### config.mk
export PLATFORM = sky130hd
export DESIGN_NAME = audio_fx_engine
export DESIGN_NICKNAME = d
export VERILOG_FILES = /design/src/rtl/audio_fx_engine.sv
export SDC_FILE = /design/constraint.sdc
export NUM_CORES = 1
export LEC_CHECK = 0
export ABC_AREA = 1
export BUFFER_PORTS_ARGS = -buffer_cell sky130_fd_sc_hd__buf_2
export CORE_ASPECT_RATIO = 2
export CORE_UTILIZATION = 58
export DETAILED_ROUTE_END_ITERATION = 10
export GPL_TIMING_DRIVEN = 1
export PLACE_DENSITY = 0.78
export SKIP_LAST_GASP = 1
export SLEW_MARGIN = 5
export SYNTH_ARGS = -nofsm -noshare
export SYNTH_HDL_FRONTEND = slang
export SYNTH_SLANG_ARGS = --single-unit
### constraint.sdc
create_clock -name clk -period 4.5 [get_ports clk]
set_clock_uncertainty 0.2 [all_clocks]
set_input_delay 0.9 -clock clk [delete_from_list [all_inputs] [get_ports clk]]
set_output_delay 0.9 -clock clk [all_outputs]
set_load 0.1 [all_outputs]
### src/rtl/audio_fx_engine.sv
// Multi-channel codec effects engine: silence, shared sine tone, passthrough and echo modes.
// Optional feature: define AUDIO_FX_ECHO_EN to build the per-channel echo buffers (else mode 11 = passthrough).
module audio_fx_engine #(
  parameter int          DATA_W      = 16,
  parameter int          NUM_CH      = 2,
  parameter int          DELAY_DEPTH = 1024,
  parameter logic [15:0] TONE_STEP   = 16'd1486
) (
  input  logic              clk,
  input  logic              reset,
  input  logic [NUM_CH-1:0] sample_end,
  input  logic [NUM_CH-1:0] sample_req,
  input  logic [DATA_W-1:0] audio_input,
  output logic [DATA_W-1:0] audio_output,
  input  logic [3:0]        control
);

  localparam int CH_W = (NUM_CH > 1) ? $clog2(NUM_CH) : 1;

  logic signed [DATA_W-1:0] in_reg [NUM_CH];
  logic [15:0]              phase;
  logic [CH_W-1:0]          sel_ch;
  logic                     req_any;
  logic signed [DATA_W-1:0] cur_in;
  logic signed [DATA_W-1:0] tone_val;
  logic signed [DATA_W-1:0] echo_val;
  logic signed [DATA_W-1:0] mode_val;
  logic signed [DATA_W-1:0] att_val;

  // Full-period sine derived from one quarter wave by symmetry, amplitude 32767, rescaled to DATA_W.
  function automatic logic signed [DATA_W-1:0] sine_rom(input logic [5:0] idx);
    logic [5:0]         mirror;
    logic [4:0]         q;
    logic [15:0]        mag;
    logic signed [15:0] s;
    mirror = 6'd32 - {1'b0, idx[4:0]};
    q      = (idx[4:0] > 5'd16) ? mirror[4:0] : idx[4:0];
    case (q)
      5'd0:    mag = 16'd0;
      5'd1:    mag = 16'd3212;
      5'd2:    mag = 16'd6393;
      5'd3:    mag = 16'd9512;
      5'd4:    mag = 16'd12539;
      5'd5:    mag = 16'd15446;
      5'd6:    mag = 16'd18204;
      5'd7:    mag = 16'd20787;
      5'd8:    mag = 16'd23170;
      5'd9:    mag = 16'd25329;
      5'd10:   mag = 16'd27245;
      5'd11:   mag = 16'd28898;
      5'd12:   mag = 16'd30273;
      5'd13:   mag = 16'd31356;
      5'd14:   mag = 16'd32137;
      5'd15:   mag = 16'd32609;
      5'd16:   mag = 16'd32767;
      default: mag = 16'd0;
    endcase
    s = idx[5] ? -signed'(mag) : signed'(mag);
    return DATA_W'(((DATA_W+16)'(s) <<< DATA_W) >>> 16);
  endfunction

  always_comb begin
    sel_ch  = '0;
    req_any = 1'b0;
    for (int c = NUM_CH - 1; c >= 0; c--) begin
      if (sample_req[c]) begin
        sel_ch  = CH_W'(c);
        req_any = 1'b1;
      end
    end
  end

  assign cur_in   = in_reg[sel_ch];
  assign tone_val = sine_rom(phase[15:10]);

`ifdef AUDIO_FX_ECHO_EN
  localparam int PTR_W = (DELAY_DEPTH > 1) ? $clog2(DELAY_DEPTH) : 1;

  logic signed [DATA_W-1:0] echo_mem [NUM_CH][DELAY_DEPTH];
  logic [PTR_W-1:0]         wr_ptr   [NUM_CH];
  logic [NUM_CH-1:0]        filled;
  logic signed [DATA_W-1:0] delayed  [NUM_CH];
  logic signed [DATA_W-1:0] half;
  logic [DATA_W:0]          sum;

  // The slot about to be overwritten holds the sample from DELAY_DEPTH writes ago, so grab it on write.
  always_ff @(posedge clk) begin
    if (reset) begin
      filled <= '0;
      for (int c = 0; c < NUM_CH; c++) begin
        wr_ptr[c]  <= '0;
        delayed[c] <= '0;
      end
    end else begin
      for (int c = 0; c < NUM_CH; c++) begin
        if (sample_end[c]) begin
          delayed[c] <= filled[c] ? echo_mem[c][wr_ptr[c]] : '0;
          wr_ptr[c]  <= wr_ptr[c] + PTR_W'(1);
          if (wr_ptr[c] == PTR_W'(DELAY_DEPTH - 1))
            filled[c] <= 1'b1;
        end
      end
    end
  end

  always_ff @(posedge clk) begin
    for (int c = 0; c < NUM_CH; c++) begin
      if (sample_end[c] && !reset)
        echo_mem[c][wr_ptr[c]] <= audio_input;
    end
  end

  always_comb begin
    half     = delayed[sel_ch] >>> 1;
    sum      = {cur_in[DATA_W-1], cur_in} + {half[DATA_W-1], half};
    echo_val = sum[DATA_W-1:0];
    if (sum[DATA_W] != sum[DATA_W-1])
      echo_val = sum[DATA_W] ? {1'b1, {(DATA_W-1){1'b0}}} : {1'b0, {(DATA_W-1){1'b1}}};
  end
`else
  assign echo_val = cur_in;
`endif

  always_comb begin
    case (control[1:0])
      2'b00:   mode_val = '0;
      2'b01:   mode_val = tone_val;
      2'b10:   mode_val = cur_in;
      default: mode_val = echo_val;
    endcase
    att_val = mode_val >>> control[3:2];
  end

  always_ff @(posedge clk) begin
    if (reset) begin
      audio_output <= '0;
      phase        <= '0;
      for (int c = 0; c < NUM_CH; c++)
        in_reg[c] <= '0;
    end else begin
      for (int c = 0; c < NUM_CH; c++) begin
        if (sample_end[c])
          in_reg[c] <= audio_input;
      end
      if (req_any)
        audio_output <= att_val;
      if (sample_req[0])
        phase <= phase + TONE_STEP;
    end
  end

endmodule

### Word level (Yosys, flattened, before mapping)

Memories as Yosys holds them, arrays and structs flattened.
Index checks and enable logic that the tools add are counted.

| operators by class | value |
|---|---|
| mux-type cells | 16 |
| $lt $le $gt $ge | 1 |
| bitwise gates (word level) | 2 |
| eq/ne operators | 1 |
| shifts and indexed selects | 1 |
| reduce and logical (&&, ||, !) cells | 1 |
| $add $sub $neg | 3 |

Operator list:

| cell | number |
|---|---|
| 16-bit 2-to-1 mux | 3 |
| 16-bit one-hot mux with 2 select lines | 1 |
| 16-bit by 11-bit adder with 16-bit output, second input constant | 1 |
| 16-bit negator | 1 |
| 16-bit by 2-bit >>> shifter with 16-bit output | 1 |
| 1-bit 2-to-1 mux | 11 |
| 5-bit > comparator, second input constant | 1 |
| 5-bit 2-to-1 mux | 1 |
| 1-bit by 5-bit subtractor with 5-bit output, first input constant | 1 |
| 2-bit by 1-bit equality test with 1-bit output, second input constant | 1 |
| 2-bit logical NOT | 1 |
| 1-bit bitwise OR | 2 |

| word-level totals | value |
|---|---|
| bits of input ports | 26 |
| memories kept | 2 |
| bits in registers | 32 |
| ROM bits | 480 |
| bits in writable memories | 32 |
| output and inout bits | 16 |

Memories:

| memory | words | width | rd ports | clocked after Yosys merged registers in | write ports | RTL line | source |
|---|---|---|---|---|---|---|---|
| (name not given) | 32 | 15 | 1 | 0 | 0 | 38 | `case (q)` |
| in_reg | 2 | 16 | 1 | 0 | 2 | 20 | `logic signed [DATA_W-1:0] in_reg [NUM_CH];` |

### Logic depth before layout (Yosys ltp)

An unclocked memory read counts as a cell.

| logic depth | value |
|---|---|
| depth after elaboration | 7 |
| depth in mapped cells | 25 |
| mapped depth without buffers | 25 |

### Least setup slack after synthesis

Ideal clock, no wire load.

| timing path | value |
|---|---|
| path kind | register to register |
| start | register phase[10] |
| end | register audio_output[8] |
| required time | 4.184 ns |
| arrival time | 2.987 ns |
| stages on the path, launching flop included | 21 |
| setup slack | 1.197 ns |
| period minus slack after synthesis | 3.303 ns |
| setup time | 0.116 ns |
| cells stage by stage | dfxtp_1 -> inv_1 -> ha_1 -> nand2_4 -> nand3_1 -> nand2_1 -> inv_1 -> ha_1 -> nand3_1 -> nand3_2 -> a21oi_4 -> ha_1 -> nand4_1 -> nor2_1 -> nand3_1 -> nand2_1 -> nand3_1 -> nand3_1 -> nand3_1 -> a21oi_1 -> nor2_1 |

| between the ends | value |
|---|---|
| word-level cells in the longest chain between the ends | 7 |
| elaborated cells on any way between the ends | 8 |
| those cells by class | add/sub: 2; order compare: 1; shift: 1; mux: 3; memory: 1 |

Ends and longest elaborated chain:

| what | RTL line | source |
|---|---|---|
| from (decl) | 21 | `logic [15:0] phase;` |
| from (signal assigned) | 148 | `phase <= phase + TONE_STEP;` |
| 1-bit by 5-bit subtractor with 5-bit output / 5-bit > comparator (equally long branches) | 36, 37 |  |
| 5-bit 2-to-1 mux (*) | 37 | `q = (idx[4:0] > 5'd16) ? mirror[4:0] : idx[4:0];` |
| memory read 32 x 15 bit (*) | -- |  |
| 16-bit negator | 58 | `s = idx[5] ? -signed'(mag) : signed'(mag);` |
| 16-bit 2-to-1 mux (*) | 58 |  |
| 16-bit one-hot mux with 2 select lines (*) | 125 | `case (control[1:0])` |
| 16-bit by 2-bit >>> shifter with 16-bit output (*) | 131 | `att_val = mode_val >>> control[3:2];` |
| to (signal assigned) | 146 | `audio_output <= att_val;` |
| to (decl) | 14 | `output logic [DATA_W-1:0] audio_output,` |

Mark *: on every way between the ends. The rest lies on a longest branch, timed or not.
A chain may end at the register's enable or synchronous reset.

### Worst setup path after layout

| timing path | value |
|---|---|
| start | register phase[10] |
| end | register audio_output[7] |

The elaborated chain is that of the path after synthesis.

==> metrics.txt <==
number of enable flip-flop cells after synthesis 32; overall via count from detail_route 4282; maximum vdd drop 0.000412 V; startpoint type of the worst setup path register; final period demand of the worst path 4.06 ns; io pins 42; unrepaired setup endpoints after global routing false; final net count 681; final cycle utilization of the critical path 0.901; Detailed Routing Iterations Pass 1 6; total die area 0.00767 mm2; Remaining DRCs 0; relative slew slack 0.249; Synth Area per Inst 6.89 um2; count of synthesis-stage warnings from yosys 0; post-CTS setup buffer count 0; Worst-Margin Slew 1.12 ns; Total GRT Usage 0.323; core outline area 0.00699 mm2; routability-driven placement congestion ratio 0.948; largest family of logic cells by synthesized area simple AND/OR/NAND/NOR gates; clock network latency to the later pin of the worst-skew pair 0.34 ns; vias in the first global route 4386; average detailed-routed wire length per instance 15.4 um; H-tree levels 3; total global routing overflow 0; critical path peak fanout 8; class of the tightest hold or removal check register to register; count of port buffers added during placement 41; Clock Sink Count 63; multiplexer fraction of the synthesized cell area 0; number of hold violations in the final report 0; largest cells by area after synthesis edfxtp_1 (23%), dfxtp_1 (15%), nand2_1 (11%); Synthesized Nets 651; Static Leakage 2.33 nW; share of the yosys chip area belonging to registers 0.373; top-area cell type share of the netlist area 0.227; critical path arrival 4.08 ns; total power divided by cell area 388 mW/mm2; maximum number of pins on one net before global-route repair 23; Antenna Violating Nets Remaining 0; timing-limited maximum frequency 0.247 GHz; Cell variety after synth 38; antenna diode count 0; number of setup violations in the final report 0; height of the die 123 um; dominant synthesized flop cell edfxtp_1; post-synthesis share of cell area spent on xor and xnor gates 0.00620; data required time of the critical path 4.53 ns; count of max-cap constraint violations 0; Setup TNS Final 0 ns; drt first-iter violations 237; simple-gate share of the synthesized area 0.397; adder-cell share of the synthesized area 0.0295; initial antenna violation count 0; mean number of vias per cell 5.79; Post-Place Cell Area 0.00443 mm2; number of flip-flops under the largest register name 32; ys async rst share 0; outcome finished, final reports clean; sum of routed wire length over all layers 11.4 mm; compound-cell area share of the yosys netlist 0.107; Mapped Cells 615; clock tree from TritonCTS built; final instance area 0.00473 mm2; CTS Hold Bufs 0; number of gates given a new drive strength after cts 0; power after layout 0.00184 W; Setup WS pre-CTS 0.545 ns; buffer levels on the longest clock path 2; total of flip-flops plus latches after synthesis 63; count of standard-cell rows 43; netlist area before placement 0.00424 mm2; clock slew seen by the registers of the worst setup and hold paths 0.06 ns; global-route wire length before repair 19.1 mm; library cell with the largest summed area after synthesis edfxtp_1; cell at the root of the clock tree clkbuf_16; number of clock buffers inserted by TritonCTS 9; Starting Density 0.606; area delta synth->final 11.7%; Setup Crit Path Kind register to register; final HPWL from detailed placement 8.81 mm; worst-case hold slack 0.258 ns; count of final max-slew check failures 0; share of post-route cells with drive strength above 1 0.151; Worst Setup Slack, final 0.444 ns; critical path endpoint category register; die span in x 62.4 um
-- cell families after synthesis --
| logic type | after synthesis |
|---|---|
| and+or+nand+nor | 368 |
| buffers and inverters | 86 |
| xor gates and xnor gates | 3 |
| DFF | 63 |
| AOI/OAI and AO/OA | 85 |
| adders and majority gates | 10 |
-- per-layer routing --
metal	GRT usage	vias to the layer above	part of all wire
li1	-	2084	-
met1	0.269	1966	0.33
met2	0.636	163	0.57
met3	0.0446	69	0.032
met4	0.291	0	0.069
met5	0	-	0
-- worst max-delay path, cell delays in order, from the launching register on --
cell     delay [ns]
dfxtp_1        0.49
inv_1          0.21
ha_1           0.30
nand2_4        0.12
nand3_1        0.12
nand2_1        0.17
inv_1          0.09
ha_1           0.29
nand3_1        0.17
nand3_2        0.12
a21oi_4        0.22
ha_1           0.23
nand4_1        0.10
nor2_1         0.23
nand3_1        0.14
nand2_1        0.11
nand3_1        0.09
nand3_1        0.11
nand3_1        0.10
nand2_1        0.11
nand2_1        0.06
nand2_1        0.10
nor2_1         0.04
-- synthesized netlist by cell type (all sizes together), types with 2 or more instances --
master / count
dfxtp: 31
nand4: 9
or2: 3
a31oi: 3
buf: 13
nand2: 141
clkbuf: 10
o21bai: 2
edfxtp: 32
clkinv: 2
nor3: 10
nand3b: 3
o21ai: 41
inv: 61
nor2: 122
a21oi: 35
nand3: 78
ha: 10
xnor2: 2
-- metrics by stage --
step,util,cells
6_report,0.677,740
5_1_grt,0.677,740
4_1_cts,0.677,740
3_5_place_dp,0.633,724
3_3_place_gp,0.633,724
2_1_floorplan,-,615
-- power by group --
group	switching [W]	internal, W	total (W)
clock	0.000257	0.000423	0.000680
sequential	0.0000252	0.000657	0.000682
combinational	0.000347	0.000127	0.000475
total	0.000630	0.00121	0.00184
-- cell usage in the layout (no fill, tap or decap), drive strengths merged, types with 5 or more instances in the layout --
cell type,synthesis,final
nand2,141,141
nor2,122,122
nand3,78,78
inv,61,62
buf,13,42
o21ai,41,41
a21oi,35,35
edfxtp,32,32
dfxtp,31,31
clkbuf,10,11
nor3,10,10
ha,10,10
nand4,9,9
clkinv,2,5
-- final timing paths --
path	from	to	slack (ns)	cells after the start
setup / recovery	phase[10]	audio_output[7]	0.44	22
hold / removal	phase[5]	phase[5]	0.26	1
hold reg to reg	phase[5]	phase[5]	0.26	1
setup reg to reg	phase[10]	audio_output[7]	0.44	22
-- cell type report --
| cell class | count | area, um2 |
|---|---|---|
| repair buffers | 42 | 213 |
| clock inverters | 5 | 38.8 |
| clock buffers | 11 | 264 |
| multi-input cells | 466 | 2290 |
| well taps | 90 | 113 |
| flip-flops and latches | 63 | 1580 |
| fillers | 658 | 2260 |
| inverters | 63 | 236 |
No activity file was read; power rests on OpenSTA's default activity.
